===== config.mk =====
export PLATFORM = sky130hd
export DESIGN_NAME = vector_list_player
export DESIGN_NICKNAME = d
export VERILOG_FILES = /design/src/rtl/vector_list_player.sv
export SDC_FILE = /design/constraint.sdc
export NUM_CORES = 1
export LEC_CHECK = 0
export ABC_CLOCK_PERIOD_IN_PS = 2000
export CAP_MARGIN = 20
export CORE_MARGIN = 1
export CORE_UTILIZATION = 47
export DETAILED_ROUTE_END_ITERATION = 6
export HOLD_SLACK_MARGIN = 0.1
export PLACE_DENSITY_LB_ADDON = 0.1
export SETUP_SLACK_MARGIN = 0.15
export SLEW_MARGIN = 20
export SYNTH_ARGS = -nofsm -noshare
export SYNTH_HDL_FRONTEND = slang
export SYNTH_SLANG_ARGS = --single-unit

===== constraint.sdc =====
create_clock -name clk -period 2 [get_ports clk]
set_clock_uncertainty 0.1 [all_clocks]
set_input_delay 0.4 -clock clk [delete_from_list [all_inputs] [get_ports clk]]
set_output_delay 0.4 -clock clk [all_outputs]
set_load 0.01 [all_outputs]

===== src/rtl/vector_list_player.sv =====
// vector_list_player: display-list sequencer feeding the line-draw engine.
// On a start pulse it reads 32-bit words from a synchronous-read memory, starting
// at address 0. It decodes each word and issues it to the line engine:
//   [31:30] opcode  00 JUMP, 01 DRAW, 10 HALT, 11 NOP
//   [29:24] reserved, ignored
//   [23:12] X
//   [11:0]  Y
// A frame ends on a HALT word or after the last memory word has been issued.
//
// Ports:
//   clk, reset      clock; synchronous active-low reset
//   start           one-cycle pulse; starts a frame (ignored while busy)
//   mem_addr/mem_rd display-list read port; data is valid one cycle after mem_rd
//   mem_data        display-list word
//   x, y            target coordinates; hold their value between commands
//   draw, jump      one-cycle command pulses to the line engine
//   ready           line engine can accept a command
//   busy            frame in progress
//   frame_done      one-cycle end-of-frame pulse
//
// Build option: define VECTOR_LIST_LOOP_EN to restart the frame from address 0
// automatically. In that mode, only reset stops the sequencer.
module vector_list_player #(
  parameter int unsigned ADDR_W  = 10,
  parameter int unsigned COORD_W = 12
) (
  input  logic               clk,
  input  logic               reset,
  input  logic               start,
  output logic [ADDR_W-1:0]  mem_addr,
  output logic               mem_rd,
  input  logic [31:0]        mem_data,
  output logic [COORD_W-1:0] x,
  output logic [COORD_W-1:0] y,
  output logic               draw,
  output logic               jump,
  input  logic               ready,
  output logic               busy,
  output logic               frame_done
);

  localparam logic [1:0] OP_JUMP = 2'b00;
  localparam logic [1:0] OP_DRAW = 2'b01;
  localparam logic [1:0] OP_HALT = 2'b10;
  localparam logic [1:0] OP_NOP  = 2'b11;

  typedef enum logic [1:0] {
    S_IDLE,
    S_FETCH,
    S_WAIT,
    S_ISSUE
  } state_t;

  state_t               r_state;
  state_t               w_state_nxt;

  logic [ADDR_W-1:0]    r_addr;
  logic [1:0]           r_op;
  logic [COORD_W-1:0]   r_cx;
  logic [COORD_W-1:0]   r_cy;
  logic [COORD_W-1:0]   r_x;
  logic [COORD_W-1:0]   r_y;
  logic                 r_draw;
  logic                 r_jump;
  logic                 r_mem_rd;
  logic                 r_busy;
  logic                 r_frame_done;

  logic [ADDR_W-1:0]    w_addr_nxt;
  logic [1:0]           w_op_nxt;
  logic [COORD_W-1:0]   w_cx_nxt;
  logic [COORD_W-1:0]   w_cy_nxt;
  logic [COORD_W-1:0]   w_x_nxt;
  logic [COORD_W-1:0]   w_y_nxt;
  logic                 w_draw_nxt;
  logic                 w_jump_nxt;
  logic                 w_mem_rd_nxt;
  logic                 w_busy_nxt;
  logic                 w_frame_done_nxt;

  logic                 w_issue_go;
  logic                 w_last;
  logic                 w_frame_end;
  logic                 w_restart;
  logic                 w_unused;

  assign w_unused = ^mem_data[29:24];

  // Current command completes this cycle: JUMP/DRAW need ready, HALT/NOP do not
  always_comb begin
    w_issue_go = 1'b0;
    case (r_op)
      OP_JUMP, OP_DRAW: w_issue_go = ready;
      OP_HALT, OP_NOP:  w_issue_go = 1'b1;
      default:          w_issue_go = 1'b0;
    endcase
  end

  // The last memory word ends the frame like HALT; the address never wraps
  assign w_last      = &r_addr;
  assign w_frame_end = (r_state == S_ISSUE) && w_issue_go && ((r_op == OP_HALT) || w_last);

`ifdef VECTOR_LIST_LOOP_EN
  assign w_restart = r_frame_done;
`else
  assign w_restart = 1'b0;
`endif

  // State and output registers
  always_ff @(posedge clk) begin
    if (!reset) begin
      r_state      <= S_IDLE;
      r_addr       <= '0;
      r_op         <= '0;
      r_cx         <= '0;
      r_cy         <= '0;
      r_x          <= '0;
      r_y          <= '0;
      r_draw       <= 1'b0;
      r_jump       <= 1'b0;
      r_mem_rd     <= 1'b0;
      r_busy       <= 1'b0;
      r_frame_done <= 1'b0;
    end else begin
      r_state      <= w_state_nxt;
      r_addr       <= w_addr_nxt;
      r_op         <= w_op_nxt;
      r_cx         <= w_cx_nxt;
      r_cy         <= w_cy_nxt;
      r_x          <= w_x_nxt;
      r_y          <= w_y_nxt;
      r_draw       <= w_draw_nxt;
      r_jump       <= w_jump_nxt;
      r_mem_rd     <= w_mem_rd_nxt;
      r_busy       <= w_busy_nxt;
      r_frame_done <= w_frame_done_nxt;
    end
  end

  // Next-state logic
  always_comb begin
    w_state_nxt = r_state;
    case (r_state)
      S_IDLE:  if (start || w_restart) w_state_nxt = S_FETCH;
      S_FETCH: w_state_nxt = S_WAIT;
      S_WAIT:  w_state_nxt = S_ISSUE;
      S_ISSUE: if (w_issue_go) w_state_nxt = w_frame_end ? S_IDLE : S_FETCH;
      default: w_state_nxt = S_IDLE;
    endcase
  end

  // Next values for the datapath and the registered outputs
  always_comb begin
    w_addr_nxt       = r_addr;
    w_op_nxt         = r_op;
    w_cx_nxt         = r_cx;
    w_cy_nxt         = r_cy;
    w_x_nxt          = r_x;
    w_y_nxt          = r_y;
    w_draw_nxt       = 1'b0;
    w_jump_nxt       = 1'b0;
    w_frame_done_nxt = 1'b0;
    // mem_rd and busy are looked up from the state being entered, so they are
    // valid in the same cycle as that state
    w_mem_rd_nxt     = (w_state_nxt == S_FETCH);
    w_busy_nxt       = (w_state_nxt != S_IDLE);
    case (r_state)
      S_IDLE: begin
        if (start || w_restart) w_addr_nxt = '0;
      end
      S_WAIT: begin
        w_op_nxt = mem_data[31:30];
        w_cx_nxt = COORD_W'(mem_data[23:12]);
        w_cy_nxt = COORD_W'(mem_data[11:0]);
      end
      S_ISSUE: begin
        if (w_issue_go) begin
          if (r_op == OP_JUMP || r_op == OP_DRAW) begin
            w_x_nxt    = r_cx;
            w_y_nxt    = r_cy;
            w_jump_nxt = (r_op == OP_JUMP);
            w_draw_nxt = (r_op == OP_DRAW);
          end
          if (w_frame_end) begin
            w_addr_nxt       = '0;
            w_frame_done_nxt = 1'b1;
`ifdef VECTOR_LIST_LOOP_EN
            w_busy_nxt       = 1'b1;
`endif
          end else begin
            w_addr_nxt = r_addr + ADDR_W'(1);
          end
        end
      end
      default: ;
    endcase
  end

  assign mem_addr   = r_addr;
  assign mem_rd     = r_mem_rd;
  assign x          = r_x;
  assign y          = r_y;
  assign draw       = r_draw;
  assign jump       = r_jump;
  assign busy       = r_busy;
  assign frame_done = r_frame_done;

endmodule


==> metrics <==
Lkg Pwr 1.27 nW; leading cell types by total area after synthesis sky130_fd_sc_hd__dfxtp_1, sky130_fd_sc_hd__nand2_1, sky130_fd_sc_hd__a21boi_0, sky130_fd_sc_hd__xnor2_1, sky130_fd_sc_hd__a211oi_2; setup repair bufs after CTS 0; row count 26; startpoint of the most critical register-to-register path r_state[1]$_SDFF_PN0_; #FFs+latches synth 67; Max IR drop VDD 0.383 mV; combined global-route utilization of all metal layers 0.202; global-route wire length before repair 9430 um; net count after synthesis 341; CTS Root Buffer Type sky130_fd_sc_hd__clkbuf_8; maximum buffer depth of the clock tree 2; Syn-to-layout area delta 38.3%; RSZ-0062 raised after global routing false; via count 2,208; Initial Utilization 0.502; data arrival time of the worst path 1.97 ns; Final TNS setup 0 ns; average cell area after synthesis 8.70 um2; max-slew headroom at the worst pin 0.707; part of the cycle the worst path needs 0.902; Synth cell types 33; n_diodes 0; Die Y 77.0 um; critical register-to-register path endpoint mem_addr[9]$_SDFFE_PN0P_; half-perimeter wire length after placement 3490 um; count of input and output buffers 68; Antenna Nets Post-Route 0; Pins Over Slew Limit 0; Slew @ Worst Pin 0.439 ns; antenna violations before repair 0; Overflow after GRT 0; die outline width 77.0 um; First DRT Iteration DRCs 88; Post-Synthesis Cell Area 2650 um2; number of endpoints with negative hold slack in the final report 0; Seq/Total Area, Yosys 0.507; Worst Path Required 2.17 ns; via count of the first global-routing pass 2,039; cell accounting for the most synthesized area sky130_fd_sc_hd__dfxtp_1; Reg2Reg Setup Slack 0.36 ns; max-capacitance violation count 0; Final Instance Count excl. Fillers 452; power per unit of standard cell area 750 nW/um2; total placed cells including tap cells 436; Post-Synthesis Cells 304; Critical Path Source Type input pin; clock edge transition at the registers on the reported setup and hold paths 0.07 ns; clock sink count 67; fraction of final layout cells sized beyond drive strength 1 0.113; Worst setup EP type flop; weighted congestion reported at the end of routability-driven placement 0.758; Ports 75; smallest setup slack after layout 0.197 ns; run status finished, final reports clean; CTS tree built; Worst Setup Path Type input pin to flop; total power 0.00274 W; Layout Nets 414; hold buffer count at CTS 0; Worst Path Max Fanout 3; class of the most critical hold timing path flop to flop; number of buffers added by the clock tree synthesis step 9; launch instance of the worst min-delay path r_cy[3]$_SDFFE_PN0P_; maximum number of pins on one net before global-route repair 58; average detailed-routed wire length per instance 11.8 um; Detailed Route WL 5310 um; CTS H-Tree Depth 3; share of the synthesized area in the top cell type 0.507; number of warnings reported in the yosys synthesis log 0; area of the placeable core 5270 um2; filler cell count in the final layout 471; area of the die 5930 um2; via density per instance 4.88; Finish-stage setup viols 0; DRC violation count after routing 0; Reg2Reg Depth 4; count of TritonRoute iterations in the first routing pass 4; hold path cells 2; maximum frequency from static timing analysis 555 MHz; clock latency at the later pin of the worst-skew pair 0.33 ns; worst slack at placement -0.143 ns; min cycle time layout 1.80 ns; hold-critical path endpoint y[3]$_SDFFE_PN0P_
==> critical path, stage by stage <==
cell,delay [ns]
sky130_fd_sc_hd__clkdlybuf4s50_1,0.51
sky130_fd_sc_hd__or3b_4,0.41
sky130_fd_sc_hd__a21o_1,0.19
sky130_fd_sc_hd__or3_1,0.33
sky130_fd_sc_hd__a21oi_2,0.13
==> cells in the mapped netlist <==
library cell / count
sky130_fd_sc_hd__or2_2: 1
sky130_fd_sc_hd__clkbuf_1: 12
sky130_fd_sc_hd__o21ai_0: 3
sky130_fd_sc_hd__or3_1: 1
sky130_fd_sc_hd__o31ai_1: 2
sky130_fd_sc_hd__nor2b_1: 3
sky130_fd_sc_hd__or3b_4: 1
sky130_fd_sc_hd__nand4_1: 1
sky130_fd_sc_hd__o211ai_1: 1
sky130_fd_sc_hd__a21o_1: 2
sky130_fd_sc_hd__a21boi_1: 3
sky130_fd_sc_hd__nor2_8: 1
sky130_fd_sc_hd__nand2_1: 106
sky130_fd_sc_hd__nand3_1: 6
sky130_fd_sc_hd__a211oi_2: 4
sky130_fd_sc_hd__buf_6: 2
sky130_fd_sc_hd__o21a_1: 1
sky130_fd_sc_hd__a21boi_0: 48
sky130_fd_sc_hd__o211a_1: 1
sky130_fd_sc_hd__dfxtp_1: 67
sky130_fd_sc_hd__a21oi_2: 1
sky130_fd_sc_hd__buf_2: 3
sky130_fd_sc_hd__ha_1: 1
sky130_fd_sc_hd__a21oi_1: 2
sky130_fd_sc_hd__and2_1: 2
sky130_fd_sc_hd__nand4b_1: 1
sky130_fd_sc_hd__xnor2_1: 7
sky130_fd_sc_hd__xor2_1: 1
sky130_fd_sc_hd__nand2b_1: 2
sky130_fd_sc_hd__buf_4: 4
sky130_fd_sc_hd__nor2_1: 12
sky130_fd_sc_hd__and3_1: 1
sky130_fd_sc_hd__nor3_1: 1
==> routing by layer <==
| metal | track usage | routed length [um] |
|---|---|---|
| met5 | 0 | 0 |
| met1 | 0.262 | 2590 |
| met3 | 0.0464 | 264 |
| met4 | 0.0962 | 63 |
| met2 | 0.317 | 2390 |
==> cell usage in the layout, fill, tap and decap left out, drive strengths merged, types with 2 or more instances in the layout <==
cell type,synthesis,layout
nand2b,2,2
clkdlybuf4s50,0,67
buf,9,16
a21o,2,2
nand3,6,6
xnor2,7,7
a211oi,4,4
a21oi,3,3
nand2,106,106
o31ai,2,2
o21ai,3,3
clkinv,0,3
and2,2,2
a21boi,51,51
dfxtp,67,67
clkbuf,12,11
nor2,13,13
nor2b,3,3
==> metrics by stage <==
stage | cell area [um2] | util | hold WS [ns]
after floorplan | 2650 | - | 0.329
after global placement | 3460 | 0.657 | 0.335
after detailed placement | 3460 | 0.657 | 0.353
after CTS | 3660 | 0.694 | 0.355
after global routing | 3660 | 0.694 | 0.374
final | 3660 | 0.694 | 0.354
==> registers in the layout (all words and copies together) (netlist names) <==
name,flops
busy,1
draw,1
frame_done,1
jump,1
mem_addr,10
mem_rd,1
r_cx,12
r_cy,12
r_op,2
r_state,2
x,12
y,12
==> worst max-delay path by stage <==
stage,startpoint,to,slack [ns],depth (start not counted)
3_5_place_dp,start,mem_addr[9]$_SDFFE_PN0P_,-0.14,5
3_3_place_gp,start,mem_addr[9]$_SDFFE_PN0P_,-0.12,5
2_1_floorplan,mem_addr[4]$_SDFFE_PN0P_,mem_addr[9]$_SDFFE_PN0P_,0.40,4
4_1_cts,mem_addr[4]$_SDFFE_PN0P_,mem_addr[4],0.18,1
6_report,start,mem_addr[9]$_SDFFE_PN0P_,0.20,5
5_1_grt,start,mem_addr[9]$_SDFFE_PN0P_,0.15,5
==> logic make-up after synthesis <==
logic type / after synthesis / synth area share
XOR/XNOR: 8 / 0.0265
flip-flops: 67 / 0.507
AO/OA/AOI/OAI: 68 / 0.197
buffers and inverters: 21 / 0.0426
AND/OR/NAND/NOR: 139 / 0.222
adder cells (fa/ha/maj): 1 / 0.00473
==> area by class of cell <==
class	count	area [um2]	share of cell area
Clock inverter	5	52.6	0.0144
Timing Repair Buffer	83	838	0.229
Sequential cell	67	1350	0.368
Clock buffer	11	141	0.0386
Tap cell	70	87.6	0.0239
Multi-Input combinational cell	216	1190	0.326
==> report_power, final <==
group	switching, W	total (W)	internal, W
registers	0.0000274	0.00140	0.00137
logic	0.000112	0.000253	0.000141
clock network	0.000486	0.00109	0.000603
==> what timing repair did <==
action	in CTS	in global routing
gates resized for setup	2	1
endpoints found under the hold margin	0	0
pin swaps	0	1
setup endpoints to repair	2	2
(Power assumes the default switching activity.)
